==> src/rtl/airlock_plant_if.sv <==
// Door-command interface between the airlock interlock controller (master)
// and the airlock actuator/plant (slave).
// Optional macro: AIRLOCK_OBSTRUCT_EN adds the obstruct/obstruct_fault pair.
interface airlock_plant_if;
  logic [2:0] doorCommand;
  logic [1:0] doors;
  logic       pressurize;
  logic       depressurize;
  logic       busy;
  logic       cmd_reject;
`ifdef AIRLOCK_OBSTRUCT_EN
  logic       obstruct;
  logic       obstruct_fault;

  modport master (
    output doorCommand, obstruct,
    input  doors, pressurize, depressurize, busy, cmd_reject, obstruct_fault
  );
  modport slave (
    input  doorCommand, obstruct,
    output doors, pressurize, depressurize, busy, cmd_reject, obstruct_fault
  );
`else
  modport master (
    output doorCommand,
    input  doors, pressurize, depressurize, busy, cmd_reject
  );
  modport slave (
    input  doorCommand,
    output doors, pressurize, depressurize, busy, cmd_reject
  );
`endif
endinterface

==> src/rtl/airlock_plant.sv <==
// Airlock actuator/plant: executes door and pump commands with timed travel
// and enforces the door/pressure safety interlocks on its own.
// Optional macro: AIRLOCK_OBSTRUCT_EN (obstruction on a closing door reverses it).
module airlock_plant #(
  parameter logic [24:0] TICK_DIV  = 25'd25000000,
  parameter logic [3:0]  DOOR_TIME = 4'd2,
  parameter logic [3:0]  PUMP_TIME = 4'd4
) (
  input  logic            clk,
  input  logic            rst,
  airlock_plant_if.slave  bus
);

  // Zero-valued times behave as one unit so motion always ends.
  localparam logic [24:0] TICK_MAX = (TICK_DIV == 25'd0) ? 25'd0 : TICK_DIV - 25'd1;
  localparam logic [3:0]  DOOR_T   = (DOOR_TIME == 4'd0) ? 4'd1 : DOOR_TIME;
  localparam logic [3:0]  PUMP_T   = (PUMP_TIME == 4'd0) ? 4'd1 : PUMP_TIME;

  typedef enum logic [1:0] {IDLE, MOVE_INNER, MOVE_OUTER, PUMP} state_t;

  typedef enum logic [2:0] {
    CMD_IDLE      = 3'b000,
    CMD_CLOSE_IN  = 3'b001,
    CMD_OPEN_IN   = 3'b010,
    CMD_CLOSE_OUT = 3'b011,
    CMD_OPEN_OUT  = 3'b100,
    CMD_DEPRESS   = 3'b101,
    CMD_PRESS     = 3'b110,
    CMD_RSVD      = 3'b111
  } cmd_t;

  state_t      r_state;
  logic        r_dir;        // 1 = opening, 0 = closing
  logic        r_ptgt;       // 1 = pressurize, 0 = depressurize
  logic [24:0] r_pre;
  logic [3:0]  r_cnt;
  logic [2:0]  r_last_cmd;
  logic [1:0]  r_doors;
  logic        r_press;
  logic        r_depress;
  logic        r_busy;
  logic        r_reject;
  logic        r_fault;

  logic        w_eval;
  logic        w_go_inner;
  logic        w_go_outer;
  logic        w_go_pump;
  logic        w_bad;
  logic        w_open;
  logic        w_ptgt;
  logic        w_tick;
  logic [3:0]  w_cnt_next;
  logic        w_done;
  logic        w_closing;
  logic        w_obstruct;
  logic        w_idx;

  assign w_tick     = (r_pre == TICK_MAX);
  assign w_cnt_next = r_cnt + 4'd1;
  assign w_done     = w_tick && (w_cnt_next == ((r_state == PUMP) ? PUMP_T : DOOR_T));
  assign w_closing  = ((r_state == MOVE_INNER) || (r_state == MOVE_OUTER)) && !r_dir;
  assign w_idx      = (r_state == MOVE_OUTER);

`ifdef AIRLOCK_OBSTRUCT_EN
  assign w_obstruct         = w_closing && bus.obstruct;
  assign bus.obstruct_fault = r_fault;
`else
  assign w_obstruct = 1'b0;
`endif

  // Decode a newly changed command in IDLE against the interlock rules.
  always_comb begin
    // NOTE: every output gets a default first so no path leaves a latch.
    w_eval     = (r_state == IDLE) && (bus.doorCommand != r_last_cmd);
    w_go_inner = 1'b0;
    w_go_outer = 1'b0;
    w_go_pump  = 1'b0;
    w_bad      = 1'b0;
    w_open     = 1'b0;
    w_ptgt     = 1'b0;
    if (w_eval) begin
      case (bus.doorCommand)
        CMD_CLOSE_IN:  w_go_inner = r_doors[0];
        CMD_OPEN_IN:
          if (!r_doors[0]) begin
            if (!r_doors[1] && r_press) begin
              w_go_inner = 1'b1;
              w_open     = 1'b1;
            end else begin
              w_bad = 1'b1;
            end
          end
        CMD_CLOSE_OUT: w_go_outer = r_doors[1];
        CMD_OPEN_OUT:
          if (!r_doors[1]) begin
            if (!r_doors[0] && r_depress) begin
              w_go_outer = 1'b1;
              w_open     = 1'b1;
            end else begin
              w_bad = 1'b1;
            end
          end
        CMD_DEPRESS:
          if (!r_depress) begin
            if (r_doors == 2'b00) w_go_pump = 1'b1;
            else                  w_bad     = 1'b1;
          end
        CMD_PRESS:
          if (!r_press) begin
            if (r_doors == 2'b00) begin
              w_go_pump = 1'b1;
              w_ptgt    = 1'b1;
            end else begin
              w_bad = 1'b1;
            end
          end
        default: ;  // CMD_IDLE and CMD_RSVD are no-ops
      endcase
    end
  end

  // Main sequencer: command acceptance, timed motion and registered status.
  always_ff @(posedge clk) begin
    // NOTE: sequential state uses non-blocking assignments only; the last
    // assignment in program order wins within one clock.
    if (!rst) begin
      r_state    <= IDLE;
      r_dir      <= 1'b0;
      r_ptgt     <= 1'b1;
      r_pre      <= '0;
      r_cnt      <= '0;
      r_last_cmd <= CMD_IDLE;
      r_doors    <= 2'b00;
      r_press    <= 1'b1;
      r_depress  <= 1'b0;
      r_busy     <= 1'b0;
      r_reject   <= 1'b0;
      r_fault    <= 1'b0;
    end else begin
      r_reject <= 1'b0;
      r_fault  <= 1'b0;
      if (w_eval) r_last_cmd <= bus.doorCommand;

      if (r_state != IDLE) begin
        if (w_tick) begin
          r_pre <= '0;
          r_cnt <= w_cnt_next;
        end else begin
          r_pre <= r_pre + 25'd1;
        end
      end

      case (r_state)
        IDLE: begin
          r_reject <= w_bad;
          if (w_go_inner || w_go_outer || w_go_pump) begin
            r_pre  <= '0;
            r_cnt  <= '0;
            r_busy <= 1'b1;
            r_dir  <= w_open;
          end
          if (w_go_inner) begin
            r_state <= MOVE_INNER;
            if (w_open) r_doors[0] <= 1'b1;
          end
          if (w_go_outer) begin
            r_state <= MOVE_OUTER;
            if (w_open) r_doors[1] <= 1'b1;
          end
          if (w_go_pump) begin
            r_state   <= PUMP;
            r_ptgt    <= w_ptgt;
            r_press   <= 1'b0;
            r_depress <= 1'b0;
          end
        end
        MOVE_INNER, MOVE_OUTER: begin
          if (w_obstruct) begin
            // Reverse to opening; the door bit is already 1 while closing.
            r_dir   <= 1'b1;
            r_pre   <= '0;
            r_cnt   <= '0;
            r_fault <= 1'b1;
          end else if (w_done) begin
            r_state <= IDLE;
            r_busy  <= 1'b0;
            if (!r_dir) r_doors[w_idx] <= 1'b0;
          end
        end
        PUMP: begin
          if (w_done) begin
            r_state   <= IDLE;
            r_busy    <= 1'b0;
            r_press   <= r_ptgt;
            r_depress <= !r_ptgt;
          end
        end
        default: r_state <= IDLE;
      endcase
    end
  end

  assign bus.doors        = r_doors;
  assign bus.pressurize   = r_press;
  assign bus.depressurize = r_depress;
  assign bus.busy         = r_busy;
  assign bus.cmd_reject   = r_reject;

endmodule

==> src/flat_wrapper.sv <==
// flat-port wrapper written by rule: the top's interface ports become plain ports
module airlock_plant_flat 
#(
  parameter logic [24:0] TICK_DIV  = 25'd25000000,
  parameter logic [3:0]  DOOR_TIME = 4'd2,
  parameter logic [3:0]  PUMP_TIME = 4'd4
)
  (clk, rst, bus_doorCommand, bus_doors, bus_pressurize, bus_depressurize, bus_busy, bus_cmd_reject);
  airlock_plant_if bus_i ();
  input  logic clk;
  input  logic rst;
  input wire logic [$bits(bus_i.doorCommand)-1:0] bus_doorCommand;
  output wire logic [$bits(bus_i.doors)-1:0] bus_doors;
  output wire logic [$bits(bus_i.pressurize)-1:0] bus_pressurize;
  output wire logic [$bits(bus_i.depressurize)-1:0] bus_depressurize;
  output wire logic [$bits(bus_i.busy)-1:0] bus_busy;
  output wire logic [$bits(bus_i.cmd_reject)-1:0] bus_cmd_reject;
  assign bus_i.doorCommand = bus_doorCommand;
  assign bus_doors = bus_i.doors;
  assign bus_pressurize = bus_i.pressurize;
  assign bus_depressurize = bus_i.depressurize;
  assign bus_busy = bus_i.busy;
  assign bus_cmd_reject = bus_i.cmd_reject;
  airlock_plant #(.TICK_DIV(TICK_DIV), .DOOR_TIME(DOOR_TIME), .PUMP_TIME(PUMP_TIME)) u_core (.clk(clk), .rst(rst), .bus(bus_i));
endmodule
==> config.mk <==
export PLATFORM = sky130hd
export DESIGN_NAME = airlock_plant_flat
export DESIGN_NICKNAME = d
export VERILOG_FILES = /design/src/rtl/airlock_plant_if.sv /design/src/rtl/airlock_plant.sv /design/src/flat_wrapper.sv
export SDC_FILE = /design/constraint.sdc
export NUM_CORES = 1
export LEC_CHECK = 0
export CAP_MARGIN = 20
export CORE_MARGIN = 2
export CORE_UTILIZATION = 60
export DETAILED_ROUTE_END_ITERATION = 8
export GPL_ROUTABILITY_DRIVEN = 0
export PLACE_DENSITY = 0.83
export SYNTH_ARGS = -nofsm -noshare
export SYNTH_HDL_FRONTEND = slang
export SYNTH_SLANG_ARGS = --single-unit
export TNS_END_PERCENT = 1
==> constraint.sdc <==
create_clock -name clk -period 5.18 [get_ports clk]
set_input_delay 1.036 -clock clk [delete_from_list [all_inputs] [get_ports clk]]
set_output_delay 1.036 -clock clk [all_outputs]
set_load 0.01 [all_outputs]
**Word level (Yosys, flattened, before mapping)**

Cells that the tools add are included.

- $add $sub $neg: 2
- Multipliers: 0
- Divide/modulo/power cells: 0
- Order comparisons: 2
- Equality and inequality tests: 22
- Shift-type cells: 0
- Mux-type cells: 55
- Bitwise gates (word level): 2
- Reduce and logical (&&, ||, !) cells: 25

Operators by type and width:

| kind | count |
|---|---|
| $mux W25 | 4 |
| $mux W1 | 29 |
| $add A25 B1 Y25 const B | 1 |
| $eq A25 B25 Y1 const B | 1 |
| $mux W4 | 4 |
| $ne A2 B1 Y1 const B | 7 |
| $pmux W1 S2 | 7 |
| $mux W2 | 6 |
| $reduce_and A5 Y1 | 2 |
| $eq A3 B3 Y1 const B | 3 |
| $pmux W2 S2 | 2 |
| $reduce_and A2 Y1 | 4 |
| $eq A3 B2 Y1 const B | 2 |
| $reduce_and A3 Y1 | 2 |
| $reduce_bool A2 Y1 | 3 |
| $logic_and A1 B1 Y1 | 5 |
| $add A4 B1 Y4 const B | 1 |
| $eq A2 B2 Y1 const B | 2 |
| $eq A4 B4 Y1 | 1 |
| $logic_not A2 Y1 | 2 |
| $ne A2 B2 Y1 const B | 2 |
| $ne A4 B1 Y1 const B | 1 |
| $pmux W1 S4 | 1 |
| $eq A3 B1 Y1 const B | 1 |
| 12 further kinds | 15 |

- Bits in registers: 42
- Latch bits: 0
- RAM bits: 0
- ROM bits: 0
- Bits of input ports: 5
- Output and inout bits: 6
- Logic and storage cells: 120
- Memories: 0

**Depth between registers and ports, before layout**

Gate-level depths: netlist of run 1.

- Depth after elaboration: 10
- Mapped depth: 8
- Mapped depth without buffers: 7

**Worst setup path before layout of run 1**

Ideal clock, no wire load.

- Path kind: in2reg
- Start point: in bus_doorCommand[0]
- End point: reg u_core.r_pre[10]
- Library setup time: 117 ps
- Arrival: 2,768 ps
- Required time: 5,063 ps
- Path slack: 2,295 ps
- Stages: 7
- Path buffers: 2
- Path through: clkbuf_1 > or3b_2 > o31ai_1 > o311ai_1 > nand3b_1 > buf_2 > nor2_1

- Longest elaborated chain between the ends: 7
- Elaborated cells between the ends (all ways): 18
- Classes of those cells: 7 x eq/ne; 8 x mux; 3 x reduce/logical

RTL lines:

| what | line | text |
|---|---|---|
| from (decl) | flat_wrapper.sv:12 | `input wire logic [$bits(bus_i.doorCommand)-1:0] bus_doorCommand;` |
| $eq A3 B2 Y1 (tied with other cells) | airlock_plant.sv:83 | `case (bus.doorCommand)` |
| $pmux W1 S2 / $logic_and A1 B1 Y1 (equally long branches) | airlock_plant.sv:83, airlock_plant.sv:75 |  |
| $mux W1 | airlock_plant.sv:82 | `if (w_eval) begin` |
| $logic_or A1 B1 Y1 | airlock_plant.sv:157 | `if (w_go_inner \|\| w_go_outer \|\| w_go_pump) begin` |
| $logic_or A1 B1 Y1 * | airlock_plant.sv:157 |  |
| $mux W25 * | airlock_plant.sv:157 |  |
| $mux W25 * | -- |  |
| to (signal assigned) | airlock_plant.sv:150 | `r_pre <= r_pre + 25'd1;` |
| to (decl) | airlock_plant.sv:35 | `logic [24:0] r_pre;` |

Every way passes the cells marked *; elsewhere a longest branch is shown, timed or not.
A chain may end at the register's enable or synchronous reset.

**Worst setup path in the final report of run 1**

- Start point: in bus_doorCommand[2]
- End point: reg u_core.r_pre[16]

The elaborated chain is that of the path after synthesis.

==> impl_results.md, run 1 <==
* Post-synthesis register bit count at 42
* Worst Setup Slack, final at about 1500 ps
* Average footprint of a synthesized cell at 8.87 um2
* Floorplan die height at between 60 and 70 um
* Die ar. at 4320 um2
* Wire length of the first global-routing pass at 7620 um
* Unrepaired setup endpoints after global routing: false
* Cell taking the most area after synthesis: sky130_fd_sc_hd__dfxtp_1
* CTS-repair resized insts at 0
* Dominant register cell in the synthesized netlist: sky130_fd_sc_hd__dfxtp_1
* Hold bufs inserted after CTS at 0
* Core Footprint at 3660 um2
* R2R Path Start: u_core.r_pre[6]
* Synth unique cells at 52
* Hold/Removal Path Class: reg -> reg
* Startpoint type of the worst setup path: input port
* Number of standard cells in the final layout excluding fillers at 313
* Number of flops mapped to enable cells by yosys at 0
* Maximum achievable frequency at 271 MHz
* Pin count of the biggest net entering global routing at 24
* Growth of design area from synthesis to finish at 9.14%
* I/O pins at 11
* Post-route cell area at 2500 um2
* Syn Std Cell Area at 2290 um2
* Clock latency reported for the late side of the worst-skew pair at 300 ps
* Number of optimization iterations in the first detailed-route pass at 4
* Ratio of final minimum period to clock period at 71.3%
* Worst ir drop on vdd at 0.000260 V
* Vias per cell at just under 6
* Worst endpoint data arrival time at 3850 ps
* Synth warnings at 0
* H-Tree Level Count at 2
* WS Path Type: in -> reg
* Overflow after GRT at 0
* DRC viols at 0
* Syn_nets at 270
* Placement-stage worst setup slack at 1170 ps
* Clock root cell: sky130_fd_sc_hd__clkbuf_8
* Data required time at the worst endpoint at 5330 ps
* WL final at 4320 um
* Cell Rows at 22
* Reg-to-Reg End: u_core.r_pre[16]
* Number of nets at the end of the flow at 276
* LEAKAGE at ~0.90 nW
* Count of mapped cells out of synthesis at 258
* CTS buffer count at 5
* Biggest area contributors in the synthesized netlist: sky130_fd_sc_hd__dfxtp_1 (37%), sky130_fd_sc_hd__xor2_1 (6.5%), sky130_fd_sc_hd__nor2_1 (5.4%), sky130_fd_sc_hd__xnor2_1 (5.0%), sky130_fd_sc_hd__ha_1 (3.8%)
* Antenna violations before repair at 0
* GRT Total Usage at 22.7%
* Clock-pin slew on the worst setup and hold paths at approximately 80 ps
* Fraction of layout cells with a size suffix above 1 at 5.28%
* Tightest slew margin relative to the limit at 43.6%
* Placed standard-cell area at 2400 um2
* Depth of the worst register-to-register path at 5
* Status: completed
* Port buffer count at 10
* Power density cells at 347 nW/um2
* Total count of hold-check failures in the final report at 0
* Category of the worst setup path capture point: flip-flop
* Placed wire-length estimate after detailed placement at 3070 um
* First DRT Iteration DRCs at 101
* Starting Density at 62.5%
* Final worst clock skew at 9.76 ps
* Horiz. Die Dim at 65.7 um
* Sequential cell area fraction in the yosys report at 36.8%
* Share of flip-flops with an asynchronous set or reset after synthesis at 0%
* Max Transition Viols Final at 0
* Number of cells on the worst hold path at 2
* Minimum clock period at about 3700 ps
* TritonCTS clock tree: done
* Startpoint of the worst setup timing path: bus_doorCommand[2]
* CP Max Fanout at 23
* Detail-routed net length per standard cell at 13.8 um
* Vias in the first global route at ~1,700
* Clock Tree Buf Depth at 2
* Number of maximum-capacitance violations at 0
* Register-to-Register Setup Slack at 2310 ps
* Total number of clock tree sinks at 42
* Count of buffers added by post-CTS timing repair for setup at 0
* Slew of the pin with the lowest slew margin at 832 ps
* Total via count in the routed design at 1,821
* Diode insertion count for antenna repair at 0
* Area share of the largest cell type after synthesis at 36.8%
* Crit path to: u_core.r_pre[16]
* Final design utilization at roughly two thirds
* Overall power after layout at 0.865 mW
* Worst hold slack across all endpoints at 514 ps
* Cell count after placement at 304
* Final sum of negative setup slack at 0 ps
* Count of final setup violators at 0
* Count of antenna-violating nets left after detailed routing at 0
synthesized netlist by cell type (4+ instances only):
| cell type | count |
|---|---|
| sky130_fd_sc_hd__xor2_1 | 17 |
| sky130_fd_sc_hd__nand3_1 | 16 |
| sky130_fd_sc_hd__inv_1 | 13 |
| sky130_fd_sc_hd__nor2b_1 | 6 |
| sky130_fd_sc_hd__xnor2_1 | 13 |
| sky130_fd_sc_hd__nor4_1 | 5 |
| sky130_fd_sc_hd__nand2_1 | 12 |
| sky130_fd_sc_hd__clkbuf_1 | 9 |
| sky130_fd_sc_hd__a21boi_0 | 5 |
| sky130_fd_sc_hd__nand3b_1 | 4 |
| sky130_fd_sc_hd__nand4b_1 | 4 |
| sky130_fd_sc_hd__nand4_1 | 6 |
| sky130_fd_sc_hd__nand2b_1 | 5 |
| sky130_fd_sc_hd__and3_1 | 5 |
| sky130_fd_sc_hd__dfxtp_1 | 42 |
| sky130_fd_sc_hd__mux2i_1 | 8 |
| sky130_fd_sc_hd__nor2_1 | 33 |
| sky130_fd_sc_hd__ha_1 | 7 |
sequential cells by signal, indices dropped and copies added (netlist names), named ones only:
register / cells
u_core.r_state: 2
u_core.r_ptgt: 1
u_core.r_pre: 25
u_core.bus.doors: 1
u_core.bus.cmd_reject: 1
u_core.r_cnt: 4
u_core.bus.busy: 1
u_core.r_last_cmd: 3
u_core.bus.pressurize: 1
u_core.r_dir: 1
u_core.bus.depressurize: 1
how the worst min path moves through the flow:
stage	startpoint	to	slack, ps
6_report	flip-flop	flip-flop	510
5_1_grt	u_core.r_ptgt	u_core.r_ptgt	550
4_1_cts	flip-flop	flip-flop	520
3_5_place_dp	u_core.r_pre[24]	u_core.r_pre[24]	490
3_3_place_gp	u_core.r_ptgt	u_core.r_ptgt	480
2_1_floorplan	u_core.r_ptgt	u_core.r_ptgt	460
worst max-delay path, cell delays in order:
cell and delay [ps]:
sky130_fd_sc_hd__clkdlybuf4s50_1 680, sky130_fd_sc_hd__or3b_2 520, sky130_fd_sc_hd__o31ai_1 440, sky130_fd_sc_hd__o311ai_1 340, sky130_fd_sc_hd__nand3b_1 730, sky130_fd_sc_hd__nor2_1 110
power breakdown:
group / internal, mW / leakage, nW / switching [mW]
registers: 0.353 / 0.340 / 0.0288
logic: 0.119 / 0.517 / 0.150
clock network: 0.0963 / 0.0408 / 0.118
cells by family (layout without fill, tap and decap cells):
group / after synthesis / in the layout / share of synthesized area [%]
multiplexers: 8 / 8 / 3.50
AND/OR/NAND/NOR: 117 / 117 / 29.7
adder cells (fa/ha/maj): 7 / 7 / 3.83
XOR/XNOR: 30 / 30 / 11.5
buffers and inverters: 25 / 32 / 4.27
AO/OA/AOI/OAI: 29 / 29 / 10.5
flip-flops: 42 / 42 / 36.8
per-layer routing:
layer	vias up	share of wire [%]	GRT usage, %
li1	918	-	-
met1	868	49	31.1
met2	28	46	34.8
met3	7	3.1	4.62
met4	0	1.7	9.11
met5	-	0	0
area by class of cell:
class                      instances  area (um2)
fill                             292        1160
timing repair buffer              11         105
clock buffer                       5        68.8
inverter                          13        48.8
clock inverter                     3        23.8
multi-input combinational        191        1350
tap                               48        60.1
sequential                        42         841
cell usage in the layout (no fill, tap or decap), types with 6 or more instances in the layout:
master	netlist	layout
sky130_fd_sc_hd__nand4_1	6	6
sky130_fd_sc_hd__clkdlybuf4s50_1	0	10
sky130_fd_sc_hd__mux2i_1	8	8
sky130_fd_sc_hd__nand3_1	16	16
sky130_fd_sc_hd__nor2b_1	6	6
sky130_fd_sc_hd__ha_1	7	7
sky130_fd_sc_hd__nand2_1	12	12
sky130_fd_sc_hd__nor2_1	33	33
sky130_fd_sc_hd__dfxtp_1	42	42
sky130_fd_sc_hd__inv_1	13	13
sky130_fd_sc_hd__xnor2_1	13	13
sky130_fd_sc_hd__xor2_1	17	17
Power figures use the tool's default switching activity.
==> inputs of run 2 (changes only) <==
--- a/config.mk
+++ b/config.mk
@@ -7,10 +7,10 @@
 export LEC_CHECK = 0
 export CAP_MARGIN = 20
 export CORE_MARGIN = 2
-export CORE_UTILIZATION = 60
+export CORE_UTILIZATION = 54
 export DETAILED_ROUTE_END_ITERATION = 8
 export GPL_ROUTABILITY_DRIVEN = 0
-export PLACE_DENSITY = 0.83
+export PLACE_DENSITY = 0.79
 export SYNTH_ARGS = -nofsm -noshare
 export SYNTH_HDL_FRONTEND = slang
 export SYNTH_SLANG_ARGS = --single-unit
==> constraint.sdc (replaced) <==
create_clock -name clk -period 3.3 [get_ports clk]
set_input_delay 0.66 -clock clk [delete_from_list [all_inputs] [get_ports clk]]
set_output_delay 0.66 -clock clk [all_outputs]
set_load 0.01 [all_outputs]
==> run 2 against run 1 <==
  * Setup slack lost 920 ps
  * First-iteration DRC count decreased by 41%
  * Global-route usage down 4.0 points
  * Critical endpoint is now u_core.r_state[1]
==> impl_results.md, run 2 (synthesis results as in run 1) <==
* Cell Rows at 23 (was 22)
* Number of inserted filler cells in the final layout at 350 (was 292)
* Final sum of negative setup slack at 0 ps (unchanged)
* Final worst clock skew at 9.43 ps (was 9.76 ps)
* Top metal layer carrying routed signals: met4 (unchanged)
* Vias per cell at 5.61 (was 5.82)
* Overflow after GRT at 0 (unchanged)
* H-Tree Level Count at 2 (unchanged)
* DRC viols at 0 (unchanged)
* Floorplan die height at 69.1 um (was 65.7 um)
* Max Transition Viols Final at 0 (unchanged)
* LEAKAGE at 0.922 nW (was 0.898 nW)
* Diode insertion count for antenna repair at 0 (unchanged)
* Count of buffers added by post-CTS timing repair for setup at 0 (unchanged)
* Clock Tree Buf Depth at 2 (unchanged)
* Amount of wire on met3 after detailed routing at 142 um (was 133 um)
* CTS-repair resized insts at 0 (unchanged)
* Count of final setup violators at 0 (unchanged)
* Number of standard cells in the final layout excluding fillers at 319 (was 313)
* Routed length on met1 at 2040 um (was 2110 um)
* Worst Setup Slack, final at 568 ps (was 1490 ps)
* Biggest registers after layout: u_core.r_pre: 25 flops, u_core.r_cnt: 4 flops, u_core.r_last_cmd: 3 flops (unchanged)
* Hold bufs inserted after CTS at 0 (unchanged)
* Maximum achievable frequency at 366 MHz
* CP Cell Sequence: clkdlybuf4s50_1 -> nand4bb_1 -> a21oi_1 -> o311ai_1 -> nand2_1 -> o32ai_1 (was clkdlybuf4s50_1 -> or3b_2 -> o31ai_1 -> o311ai_1 -> nand3b_1 -> nor2_1)
* Total via count in the routed design at 1,788 (was 1,821)
* Ratio of final minimum period to clock period at 82.8%
* TritonCTS clock tree: done (unchanged)
* Number of optimization iterations in the first detailed-route pass at 4 (unchanged)
* Placed wire-length estimate after detailed placement at 2960 um (was 3070 um)
* Reg-to-Reg End: u_core.bus.depressurize (was u_core.r_pre[16])
* Hold/Removal Path Class: reg -> reg (unchanged)
* WL final at 4160 um (was 4320 um)
* Vias in the first global route at 1,679 (was 1,699)
* I/O pins at 11 (unchanged)
* Antenna violations before repair at 0 (unchanged)
* Worst ir drop on vdd at 0.000534 V (was 0.000260 V)
* Worst Hold Launch: u_core.r_ptgt
* Count of antenna-violating nets left after detailed routing at 0 (unchanged)
* Critical Path Slowest Stage Cell: sky130_fd_sc_hd__o311ai_1 (was sky130_fd_sc_hd__nand3b_1)
* Total number of clock tree sinks at 42 (unchanged)
* CP Max Fanout at 9 (was 23)
* Number of nets at the end of the flow at 280 (was 276)
* Register-to-Register Setup Slack at 740 ps (was 2310 ps)
* Cell count after placement at 311 (was 304)
* Minimum clock period at about 2700 ps
* Port buffer count at 10 (unchanged)
* Category of the worst setup path capture point: flip-flop (unchanged)
* Detail-routed net length per standard cell at 13.0 um (was 13.8 um)
* Depth of the worst register-to-register path at 5 (unchanged)
* Data required time at the worst endpoint at 3510 ps (was 5330 ps)
* WS Path Type: in -> reg (unchanged)
* Growth of design area from synthesis to finish at 10.7% (was 9.14%)
* Most common library cell in the layout ignoring fill and taps: sky130_fd_sc_hd__dfxtp_1 (unchanged)
* Most used cells in the layout excluding fill and tap cells: sky130_fd_sc_hd__dfxtp_1 (42), sky130_fd_sc_hd__nor2_1 (33), sky130_fd_sc_hd__xor2_1 (17) (unchanged)
* Tightest slew margin relative to the limit at 46.4% (was 43.6%)
* Total count of hold-check failures in the final report at 0 (unchanged)
* Worst endpoint data arrival time at 2940 ps (was 3850 ps)
* Clock root cell: sky130_fd_sc_hd__clkbuf_8 (unchanged)
* Status: completed (unchanged)
* Starting Density at 56.8% (was 62.5%)
* Crit path to: u_core.r_state[1] (was u_core.r_pre[16])
* Overall power after layout at 1.37 mW (was 0.865 mW)
* Startpoint of the worst setup timing path: bus_doorCommand[0] (was bus_doorCommand[2])
* Post-route cell area at 2530 um2 (was 2500 um2)
* R2R Path Start: u_core.r_pre[6] (unchanged)
* Number of cells on the worst hold path at 2 (unchanged)
* Flip-flop count of the largest register, all copies and words added at 25 (unchanged)
* Horiz. Die Dim at 69.1 um (was 65.7 um)
* Number of maximum-capacitance violations at 0 (unchanged)
* Pin count of the biggest net entering global routing at 24 (unchanged)
* Power density cells at 540 nW/um2 (was 347 nW/um2)
* Die ar. at 4770 um2 (was 4320 um2)
* Fraction of layout cells with a size suffix above 1 at 6.69% (was 5.28%)
* Placement-stage worst setup slack at 283 ps (was 1170 ps)
* Clock latency reported for the late side of the worst-skew pair at 300 ps (about the same)
* Crit path largest cell delay at 680 ps (was 730 ps)
* Placed standard-cell area at 2440 um2 (was 2400 um2)
* First DRT Iteration DRCs at 60 (was 101)
* Most flops, register: u_core.r_pre (unchanged)
* GRT Total Usage at 18.7% (was 22.7%)
* Clock-pin slew on the worst setup and hold paths at 90 ps (was 80 ps)
* Core Footprint at 4030 um2 (was 3660 um2)
* Startpoint type of the worst setup path: input port (unchanged)
* CTS buffer count at 5 (unchanged)
* Wire length of the first global-routing pass at 7390 um (was 7620 um)
* WL met2 at 1920 um (was 2000 um)
* Unrepaired setup endpoints after global routing: false (unchanged)
* Slew of the pin with the lowest slew margin at 792 ps (was 832 ps)
## run 2: cell count changes in the layout (fill, tap and decap cells not counted), sizes merged
| cell | before | now |
|---|---|---|
| buf | 1 | 5 |
| clkinvlp | 2 | 1 |
| clkinv | 0 | 1 |
## run 2: how the worst min path moves through the flow
| stage | to | slack, ps |
|---|---|---|
| 2_1_floorplan | u_core.r_ptgt | 460 |
| 3_3_place_gp | u_core.r_ptgt | 480 |
| 3_5_place_dp | u_core.r_ptgt | 490 |
| 4_1_cts | u_core.r_ptgt | 510 |
| 5_1_grt | flip-flop | 530 |
| 6_report | u_core.r_ptgt | 500 |
## run 2: critical path, delay by kind of cell
family,cells,cell delay (ps)
AND/OR/NAND/NOR,2,510
buffers and inverters,1,640
AO/OA/AOI/OAI,3,1130
## run 2: per-layer routing
layer  up-vias  track usage (%)
met5         -                0
met4         0             6.54
met3         6             5.12
met2        23             29.4
met1       831             24.7
li1        928                -
## run 2: metrics by stage
| stage | util, % | hold slack (ps) |
|---|---|---|
| finish | 62.9 | 503 |
| global route | 62.9 | 529 |
| CTS | 62.9 | 512 |
| detailed placement | 60.5 | 493 |
| global placement | 60.5 | 478 |
| floorplan | - | 460 |
## run 2: where the power goes
part | switching (mW) | internal [mW] | leakage [nW] | total, mW
registers | 0.0458 | 0.554 | 0.340 | 0.600
clock network | 0.187 | 0.153 | 0.0447 | 0.340
logic | 0.236 | 0.192 | 0.537 | 0.428
## run 2: layout make-up
class	instances	area, um2	share of cell area (%)
sequential	42	841	33.2
inverter	13	48.8	1.93
timing repair buffer	15	138	5.43
tap	50	62.6	2.47
clock inverter	3	25.0	0.988
clock buffer	5	68.8	2.72
multi-input combinational	191	1350	53.3
